File: src/rtl/mux21_arbiter.sv
// rtl/mux21_arbiter.sv - round-robin arbiter sharing a 2:1 data mux between two requesters
// Every uo_out bit is a flop loaded from the next state, so outputs carry no combinational path.
module mux21_arbiter #(
  parameter int MAX_HOLD = 8
) (
  input  logic       clk,
  input  logic       rst_n,
  input  logic       ena,
  input  logic [7:0] ui_in,
  input  logic [7:0] uio_in,
  output logic [7:0] uo_out,
  output logic [7:0] uio_out,
  output logic [7:0] uio_oe
);

  typedef enum logic [1:0] {S_IDLE, S_GNT0, S_GNT1} state_t;

  localparam logic [3:0] HOLD_MAX = 4'(MAX_HOLD);
  localparam logic [3:0] HOLD_END = 4'(MAX_HOLD - 1);

  state_t     r_state;
  state_t     w_next;
  logic       r_last;
  logic [3:0] r_cnt;

  logic       w_req0;
  logic       w_req1;
  logic [3:0] w_data0;
  logic [3:0] w_data1;
  logic       w_expired;
  logic       w_unused;

  assign w_req0    = ui_in[0];
  assign w_req1    = ui_in[1];
  assign w_data0   = ui_in[5:2];
  assign w_data1   = uio_in[3:0];
  // Counter is 0 during the first grant cycle, so MAX_HOLD cycles have elapsed at MAX_HOLD-1.
  assign w_expired = (r_cnt >= HOLD_END);
  assign w_unused  = &{1'b0, ena, ui_in[7:6], uio_in[7:4]};

  assign uio_out = 8'h00;
  assign uio_oe  = 8'h00;

  always_comb begin
    w_next = r_state;
    case (r_state)
      S_IDLE: begin
        if (w_req0 && (!w_req1 || r_last)) w_next = S_GNT0;
        else if (w_req1)                   w_next = S_GNT1;
      end
      S_GNT0: begin
        if (!w_req0 || (w_expired && w_req1)) w_next = S_IDLE;
      end
      S_GNT1: begin
        if (!w_req1 || (w_expired && w_req0)) w_next = S_IDLE;
      end
      default: w_next = S_IDLE;
    endcase
  end

  always_ff @(posedge clk or negedge rst_n) begin
    if (!rst_n) begin
      r_state <= S_IDLE;
      r_last  <= 1'b1;
      r_cnt   <= 4'd0;
      uo_out  <= 8'h00;
    end else begin
      r_state <= w_next;

      if (r_state == S_IDLE) begin
        r_cnt <= 4'd0;
        if (w_next == S_GNT0) r_last <= 1'b0;
        if (w_next == S_GNT1) r_last <= 1'b1;
      end else if ((w_next != S_IDLE) && (r_cnt != HOLD_MAX)) begin
        r_cnt <= r_cnt + 4'd1;
      end

      case (w_next)
        S_GNT0:  uo_out <= {w_data0, 4'b1001};
        S_GNT1:  uo_out <= {w_data1, 4'b1110};
        default: uo_out <= 8'h00;
      endcase
    end
  end

endmodule

File: config.mk
export PLATFORM = sky130hd
export DESIGN_NAME = mux21_arbiter
export DESIGN_NICKNAME = d
export VERILOG_FILES = /design/src/rtl/mux21_arbiter.sv
export SDC_FILE = /design/constraint.sdc
export NUM_CORES = 1
export LEC_CHECK = 0
export ABC_CLOCK_PERIOD_IN_PS = 5150
export CAP_MARGIN = 5
export CORE_UTILIZATION = 41
export DETAILED_ROUTE_END_ITERATION = 10
export GPL_TIMING_DRIVEN = 0
export PLACE_DENSITY = 0.81
export SETUP_SLACK_MARGIN = 0.02
export SLEW_MARGIN = 15
export SYNTH_ARGS = -nofsm -noshare
export SYNTH_HDL_FRONTEND = slang
export SYNTH_SLANG_ARGS = --single-unit
File: constraint.sdc
create_clock -name clk -period 5.15 [get_ports clk]
set_clock_uncertainty 0.2 [all_clocks]
set_input_delay 0.7725 -clock clk [delete_from_list [all_inputs] [get_ports clk]]
set_output_delay 0.7725 -clock clk [all_outputs]
set_load 0.05 [all_outputs]
==> run_results.csv, run 1 <==
group,metric,value,unit
run_status,status,"completed",
clock_network,cts-root-buf,"clkbuf_4",
timing,setup_tns,0,ps
timing,drv_slew,0,
yosys,synth_seq_cells,14,
die,start_util,45.5,%
yosys,muxShareOfSynthArea,1.39,%
clock_network,numCtsBuffers,3,
layout,n_antenna_cell,0,
yosys,synthesis.area,811,sq um
layout,layout.nets,142,
critical_path,cp-start-kind,"input pin",
global_route,grt_pass1_wl,2390,microns
routing,dr.pass1.iters,4,
timing,worst_pin_slew,607,ps
worst_hold_path,min_path_type,"flip-flop to flip-flop",
clock_network,cts_resized,0,
job,drv_cap,0,
clock_network,path_clk_slew,90,ps
place,hpwl,1150,microns
worst_hold_path,min_path_cells,1,
place,place_ws,2300,ps
clock_network,clock_latency,280,ps
pwr,p_leak,0.552,nW
die,num_io_pins,43,
critical_path,r2r_start,"r_cnt[0]",
place,dp_cells,136,
critical_path,critPathSlowestCell,"or4b_1",
pwr,power.total,0.409,mW
timing,setup_slack,2590,ps
critical_path,r2r_end,"r_cnt[1]",
timing,whs,355,ps
routing,drc,0,
layout,instances_no_fill,140,
clock_network,cts_tree,"yes",
yosys,synth.avg_cell_area,10.5,sq um
yosys,synth_xor_area_share,1.08,%
routing,wl_per_cell,10.3,microns
routing,routed_wl,1440,microns
yosys,synth-compound-area-share,12.3,%
routing,dr_total_vias,619,
critical_path,reg2reg_depth,7,
global_route,track_usage,15.9,%
critical_path,crit_required,5150,ps
global_route,grt.overflow.total,0,
place,placed_area,1090,sq um
layout,fin_util,63.1,%
critical_path,critPathMaxFanout,7,
die,core_area,1780,sq um
critical_path,arrival,2550,ps
yosys,synth_top_family_by_area,"buffers and inverters",
critical_path,regToRegSetupSlack,2670,ps
critical_path,cp-end-kind,"flip-flop",
timing,fmax,391,MHz
layout,syn_to_final_growth,38.7,%
yosys,synthCells,77,
place,gp_congestion,0.765,
yosys,yosysWarningCount,0,
clock_network,htreeDepth,1,
routing,vias_per_cell,4.42,
die,die-area,2160,sq um
timing,period_minus_slack,2560,ps
timing,slew-limit-headroom,59.4,%
timing,finalCritPeriodShare,49.7,%
clock_network,cts.sink_count,14,
yosys,netlist-cell-type-count,24,
critical_path,path_cells,"clkdlybuf4s50_1, inv_1, a311o_1, ha_1, or4b_1, o31ai_1",
timing,hold_viol,0,
timing,rsz0062_at_grt,"false",
worst_hold_path,min_delay_worst_endpoint,"r_state[0]",
pwr,ir_drop,0.176,mV
layout,drive_gt1_share,20.9,%
clock_network,post_cts_buffers,0,
layout,fin_area,1120,sq um
yosys,seq_area_frac_synth,43.4,%
routing,drt_iter0_markers,4,
timing,finalSetupViolations,0,
clock_network,postCtsHoldBufs,0,
critical_path,worstSetupPathType,"input pin to flip-flop",
global_route,grt_pass1_vias,578,
worst_hold_path,hp-start,"r_state[1]",
yosys,synth_fa_ha_area_share,10.8,%
clock_network,clockBufferDepth,2,
yosys,yosys.area_share.simple,12.5,%
global_route,antenna_found_initial,0,
die,die_height,46.5,microns
pwr,power_density,363,nW/um^2
critical_path,max_stage_delay,540,ps
global_route,grt_max_degree,15,
die,row_count,15,
die,fp.dieW,46.5,microns
routing,postRouteAntennaNets,0,
place,port_buffers,19,
[layout make-up]
cell class                      count  area (sq um)
Timing Repair Buffer               19           190
Multi-Input combinational cell     56           369
Inverter                            5          18.8
Tap cell                           25          31.3
Fill cell                         141           658
Sequential cell                    14           352
Clock buffer                        4          36.3
Buffer                             17           128
[per-layer routing]
layer | up-vias | GRT usage (%) | part of all wire (%)
met5 | - | 0 | 0
met4 | 0 | 12.9 | 2.4
met3 | 4 | 1.96 | 7.1
met2 | 24 | 27.5 | 51
met1 | 283 | 16.9 | 39
li1 | 308 | - | -
[cell families (layout without fill, tap and decap cells)]
group,count (synthesis),after routing
and+or+nand+nor,17,17
DFF,14,14
AOI/OAI and AO/OA,14,14
other,1,16
xor gates and xnor gates,1,1
muxes,1,1
buffers and inverters,22,45
adders and majority gates,7,7
[cell usage after synthesis, drive strengths merged]
library cell  count  share of area [%]
a21oi             3                1.9
a22oi             4                3.7
a311o             2                2.5
a311oi            2                2.2
and3b             1                1.1
buf              17                 16
conb              1               0.46
dfrtp            13                 40
dfstp             1                3.2
ha                7                 11
inv               5                2.3
mux2              1                1.4
nand2             3                1.4
nand2b            1               0.77
nand4b            1                1.1
nor2              3                1.4
nor2b             4                3.1
o21ai             2                1.2
o31ai             1               0.93
or2               1               0.77
or3               1               0.77
or4               1               0.93
or4b              1                1.2
xor2              1                1.1
[flip-flops by register name, summed over array words and instances, names as in the netlist]
| register | cells |
|---|---|
| r_last | 1 |
| r_cnt | 4 |
| uo_out | 7 |
| r_state | 2 |
[critical path: cells and delay by family]
kind                       cells  cell delay, ps
AOI/OAI and AO/OA              2             390
buffers and inverters          2             570
and+or+nand+nor                1             540
adders and majority gates      1             280
[how the worst max path moves through the flow]
stage,start,end
after floorplan,r_cnt[0],r_cnt[1]
after global placement,ui_in[0],r_cnt[1]
after detailed placement,ui_in[0],r_cnt[2]
after CTS,ui_in[0],r_cnt[2]
after global routing,r_cnt[0],r_cnt[2]
final,ui_in[1],r_cnt[1]
[cells in the final DEF (no fill, tap or decap), drive strengths merged]
cell	instances
nand2	3
or2	1
clkdlybuf4s50	19
inv	5
dfstp	1
a22oi	4
conb	16
a311oi	2
o31ai	1
clkbuf	4
nand4b	1
buf	17
mux2	1
nand2b	1
xor2	1
a311o	2
ha	7
or3	1
nor2	3
o21ai	2
dfrtp	13
and3b	1
nor2b	4
or4b	1
or4	1
a21oi	3
[where the power goes]
group	total, mW	internal (mW)	switching [mW]
sequential	0.149	0.134	0.0148
clock	0.0797	0.0430	0.0367
combinational	0.181	0.0687	0.112
Power figures use the tool's default switching activity.
==> inputs of run 2 (changes only) <==
--- a/config.mk
+++ b/config.mk
@@ -5,12 +5,12 @@
 export SDC_FILE = /design/constraint.sdc
 export NUM_CORES = 1
 export LEC_CHECK = 0
-export ABC_CLOCK_PERIOD_IN_PS = 5150
+export ABC_CLOCK_PERIOD_IN_PS = 2460
 export CAP_MARGIN = 5
-export CORE_UTILIZATION = 41
+export CORE_UTILIZATION = 38
 export DETAILED_ROUTE_END_ITERATION = 10
 export GPL_TIMING_DRIVEN = 0
-export PLACE_DENSITY = 0.81
+export PLACE_DENSITY = 0.76
 export SETUP_SLACK_MARGIN = 0.02
 export SLEW_MARGIN = 15
 export SYNTH_ARGS = -nofsm -noshare
==> constraint.sdc (replaced) <==
create_clock -name clk -period 2.46 [get_ports clk]
set_clock_uncertainty 0.2 [all_clocks]
set_input_delay 0.369 -clock clk [delete_from_list [all_inputs] [get_ports clk]]
set_output_delay 0.369 -clock clk [all_outputs]
set_load 0.05 [all_outputs]
==> run_results.csv, run 2 (synthesis gave the netlist of run 1 again) <==
group,metric,value,unit
clock_network,cts.sink_count,14,
clock_network,clock_latency,280,ps
layout,syn_to_final_growth,42.0,%
timing,worst_pin_slew,599,ps
layout,largest_reg_flops,7,
place,hpwl,1210,microns
timing,drv_slew,0,
clock_network,clockBufferDepth,2,
layout,drive_gt1_share,23.9,%
pwr,ir_drop,0.379,mV
critical_path,cp-end-kind,"flip-flop",
routing,wl_per_cell,10.7,microns
routing,drc,0,
die,num_io_pins,43,
place,place_ws,2.05,ps
timing,slew-limit-headroom,59.9,%
global_route,globalRouteMet1Util,14.3,%
routing,postRouteAntennaNets,0,
critical_path,cp-start-kind,"flip-flop",
global_route,grt_pass1_vias,599,
die,die-area,2320,sq um
routing,dr_total_vias,652,
critical_path,arrival,2380,ps
pwr,p_leak,0.555,nW
layout,n_antenna_cell,0,
run_status,status,"completed",
critical_path,max_stage_delay,520,ps
timing,finalCritPeriodShare,97.4,%
critical_path,critPathMaxFanout,7,
place,port_buffers,19,
layout,layout_common_cells,"buf_4, clkdlybuf4s50_1, conb_1",
timing,whs,261,ps
routing,vias_per_cell,4.53,
critical_path,path_cells,"ha_2, a21oi_2, nand2_1, a311o_1, ha_4, or4b_1, o31ai_1",
global_route,met3_usage,2.22,%
critical_path,worstSetupPathType,"flip-flop to flip-flop",
place,gp_congestion,0.771,
layout,layout.nets,144,
routing,drt_iter0_markers,8,
timing,setup_slack,62.8,ps
die,fp.dieW,48.2,microns
global_route,antenna_found_initial,0,
global_route,grt.overflow.total,0,
global_route,track_usage,15.6,%
clock_network,htreeDepth,1,
routing,dr.pass1.iters,4,
die,die_height,48.2,microns
layout,top_regs,"uo_out: 7 flops, r_cnt: 4 flops, r_state: 2 flops",
clock_network,numCtsBuffers,3,
clock_network,cts_tree,"yes",
timing,hold_viol,0,
clock_network,cts-root-buf,"clkbuf_4",
global_route,met2_usage,29.6,%
timing,fmax,417,MHz
die,start_util,40.9,%
worst_hold_path,min_path_type,"input pin to asynchronous set/reset pin",
timing,period_minus_slack,2400,ps
job,drv_cap,0,
routing,routed_wl,1540,microns
global_route,grt_pass1_wl,2380,microns
pwr,power_density,743,nW/um^2
clock_network,postCtsHoldBufs,0,
global_route,grt_max_degree,15,
die,row_count,16,
clock_network,path_clk_slew,80,ps
layout,regMostFlops,"uo_out",
critical_path,critPathSlowestCell,"or4b_1",
global_route,grt-busiest-layer,"met2",
critical_path,crit_required,2440,ps
die,core_area,1980,sq um
timing,finalSetupViolations,0,
[run 2: path summary, 6_finish.rpt]
path | from | to | slack (ps) | cells after the start
max reg2reg | r_cnt[0] | r_cnt[1] | 60 | 7
min reg2reg | r_state[1] | r_state[0] | 360 | 1
min | rst_n | uo_out[0] | 260 | 1
max in group asynchronous | rst_n | uo_out[6] | 1400 | 1
min in group clk | r_state[1] | r_state[0] | 360 | 1
max | r_cnt[0] | r_cnt[1] | 60 | 7
[run 2: where the power goes]
group	leakage (nW)	internal, mW	switching, mW	total, mW
combinational	0.356	0.165	0.247	0.412
sequential	0.184	0.280	0.0304	0.310
clock	0.0150	0.0629	0.0695	0.132
total	0.555	0.508	0.347	0.855
[run 2: metal layers]
metal	vias up	share of wire, %
met2	30	54
met5	-	0
li1	314	-
met3	4	6.5
met4	0	2.5
met1	304	37
[run 2: timing repair]
| action | 4_1_cts | 5_1_grt |
|---|---|---|
| cloned | 0 | 0 |
| buffers inserted | 0 | 2 |
| setup endpoints to repair | 2 | 6 |
| pin swaps | 0 | 1 |
| gates resized for setup | 1 | 3 |
[run 2: metrics by stage]
stage          TNS, ps  util [%]  cell area, sq um  instances  power, mW
6_report             0      58.1              1150        144      0.855
3_5_place_dp         0      55.1              1090        138      0.702
4_1_cts              0      56.5              1120        142      0.841
2_1_floorplan        0         -               867         92      0.591
3_3_place_gp         0      55.1              1090        138      0.688
5_1_grt          -24.3      58.1              1150        144      0.912
[run 2: critical path, delay by kind of cell (launching register included)]
kind | cells | cell delay [ps]
flip-flops | 1 | 410
AO/OA/AOI/OAI | 3 | 680
adder cells (fa/ha/maj) | 2 | 420
AND/OR/NAND/NOR | 2 | 610
[run 2: final cells by class]
cell class	count	area (sq um)
sequential	14	352
buffer	17	128
timing repair buffer	21	205
fill	185	831
clock buffer	4	26.3
multi-input combinational	56	388
tap	27	33.8
inverter	5	18.8
==> inputs of run 3 (changes only) <==
--- a/config.mk
+++ b/config.mk
@@ -7,6 +7,7 @@
 export LEC_CHECK = 0
 export ABC_CLOCK_PERIOD_IN_PS = 2460
 export CAP_MARGIN = 5
+export CORE_ASPECT_RATIO = 1.25
 export CORE_UTILIZATION = 38
 export DETAILED_ROUTE_END_ITERATION = 10
 export GPL_TIMING_DRIVEN = 0
==> run_results.csv, run 3 (synthesis gave the netlist of run 1 again) <==
group,metric,value,unit
place,place_ws,-53.0,ps
pwr,p_leak,0.570,nW
layout,drive_gt1_share,27.1,%
layout,largest_reg_flops,7,
clock_network,postCtsHoldBufs,0,
global_route,grt_max_degree,15,
die,row_count,18,
pwr,ir_drop,0.356,mV
pwr,power_density,767,nW/um^2
die,core_area,1980,sq um
timing,hold_viol,0,
clock_network,cts-root-buf,"clkbuf_4",
routing,routed_wl,1500,microns
routing,dr_total_vias,632,
timing,setup_tns,0,ps
clock_network,cts.sink_count,14,
die,die_height,53.6,microns
critical_path,worstSetupPathType,"flip-flop to flip-flop",
global_route,grt.overflow.total,0,
run_status,status,"completed",
routing,drt_iter0_markers,14,
die,num_io_pins,43,
place,port_buffers,19,
worst_hold_path,min_path_type,"input pin to asynchronous set/reset pin",
clock_network,numCtsBuffers,3,
layout,final_common_cell,"buf_4",
timing,setup_slack,122,ps
global_route,track_usage,13.1,%
routing,wl_per_cell,10.8,microns
clock_network,htreeDepth,1,
timing,finalCritPeriodShare,95.1,%
timing,drv_slew,0,
layout,n_antenna_cell,0,
routing,vias_per_cell,4.58,
clock_network,clock_latency,270,ps
die,die-area,2320,sq um
layout,top_regs,"uo_out: 7 flops, r_cnt: 4 flops, r_state: 2 flops",
critical_path,r2r_end,"r_cnt[2]",
critical_path,reg2reg_depth,7,
routing,dr.pass1.iters,6,
critical_path,cp-end-kind,"flip-flop",
place,hpwl,1140,microns
timing,worst_pin_slew,614,ps
timing,rsz0062_at_grt,"false",
timing,slew-limit-headroom,59.0,%
die,start_util,40.9,%
clock_network,path_clk_slew,90,ps
global_route,grt_pass1_wl,2260,microns
timing,fmax,428,MHz
layout,fin_util,59.0,%
global_route,antenna_found_initial,0,
layout,layout.nets,145,
critical_path,arrival,2350,ps
job,drv_cap,0,
clock_network,clockBufferDepth,2,
timing,finalSetupViolations,0,
critical_path,regToRegSetupSlack,120,ps
timing,period_minus_slack,2340,ps
critical_path,cp-start-kind,"flip-flop",
global_route,grt_pass1_vias,508,
routing,drc,0,
critical_path,critPathMaxFanout,7,
timing,whs,271,ps
clock_network,cts_tree,"yes",
die,fp.dieW,43.3,microns
critical_path,crit_required,2470,ps
layout,layout_common_cells,"buf_4, clkdlybuf4s50_1, conb_1",
critical_path,r2r_start,"r_cnt[0]",
place,gp_congestion,0.639,
layout,regMostFlops,"uo_out",
routing,postRouteAntennaNets,0,
layout,syn_to_final_growth,44.1,%
## run 3: cell count changes in the layout (fill, tap and decap cells not counted)
cell / delta
clkbuf_1: -1
or4b_1: -1
or4b_4: +1
o31ai_2: +1
o31ai_1: -1
clkbuf_8: +1
buf_4: +1
## run 3: worst max-delay path by stage
stage / startpoint / to / slack [ps] / cells past startpoint
2_1_floorplan: r_cnt[0] / r_cnt[1] / 160 / 7
3_3_place_gp: r_cnt[0] / r_cnt[1] / 10 / 7
3_5_place_dp: r_cnt[0] / r_cnt[1] / -50 / 7
4_1_cts: r_cnt[0] / r_cnt[1] / 20 / 7
5_1_grt: r_cnt[0] / r_cnt[2] / 20 / 7
6_report: r_cnt[0] / r_cnt[2] / 120 / 7
## run 3: critical path, cell delays in order, from the launching register on
cell and delay (ps):
dfrtp_1 430, ha_2 200, a21oi_2 170, nand2_1 80, a311o_1 400, ha_4 200
or4_1 460, a21oi_1 130
## run 3: metal layers
| layer | share of wire [%] | wire [microns] | GRT usage (%) | vias up |
|---|---|---|---|---|
| met5 | 0 | 0 | 0 | - |
| met4 | 1.2 | 18 | 7.58 | 0 |
| met3 | 3.3 | 50 | 2.01 | 2 |
| met2 | 53 | 790 | 21.4 | 15 |
| met1 | 43 | 636 | 16.5 | 299 |
| li1 | - | - | - | 316 |
## run 3: per-stage QoR
step	total power, mW	area [sq um]	std cells
floorplan	0.591	867	92
global placement	0.690	1080	131
detailed placement	0.701	1080	131
CTS	0.869	1120	135
global route	0.946	1170	138
finish	0.896	1170	138
## run 3: final cells by class
type                    count  area (sq um)
plain buffers              17           128
clock buffers               4          36.3
fillers                   172           813
inverters                   5          18.8
multi-input cells          56           397
flip-flops and latches     14           352
well taps                  20          25.0
repair buffers             22           213
## run 3: repair_timing
item,in CTS,in global routing
setup endpoints to repair,2,3
resized for setup,2,4
pin swaps,0,6
buffers inserted,0,3
## run 3: power breakdown
| group | switching, mW | internal (mW) | leakage [nW] | total (mW) |
|---|---|---|---|---|
| combinational | 0.248 | 0.173 | 0.365 | 0.421 |
| sequential | 0.0308 | 0.280 | 0.184 | 0.311 |
| clock | 0.0748 | 0.0899 | 0.0210 | 0.165 |
| total | 0.354 | 0.543 | 0.570 | 0.896 |
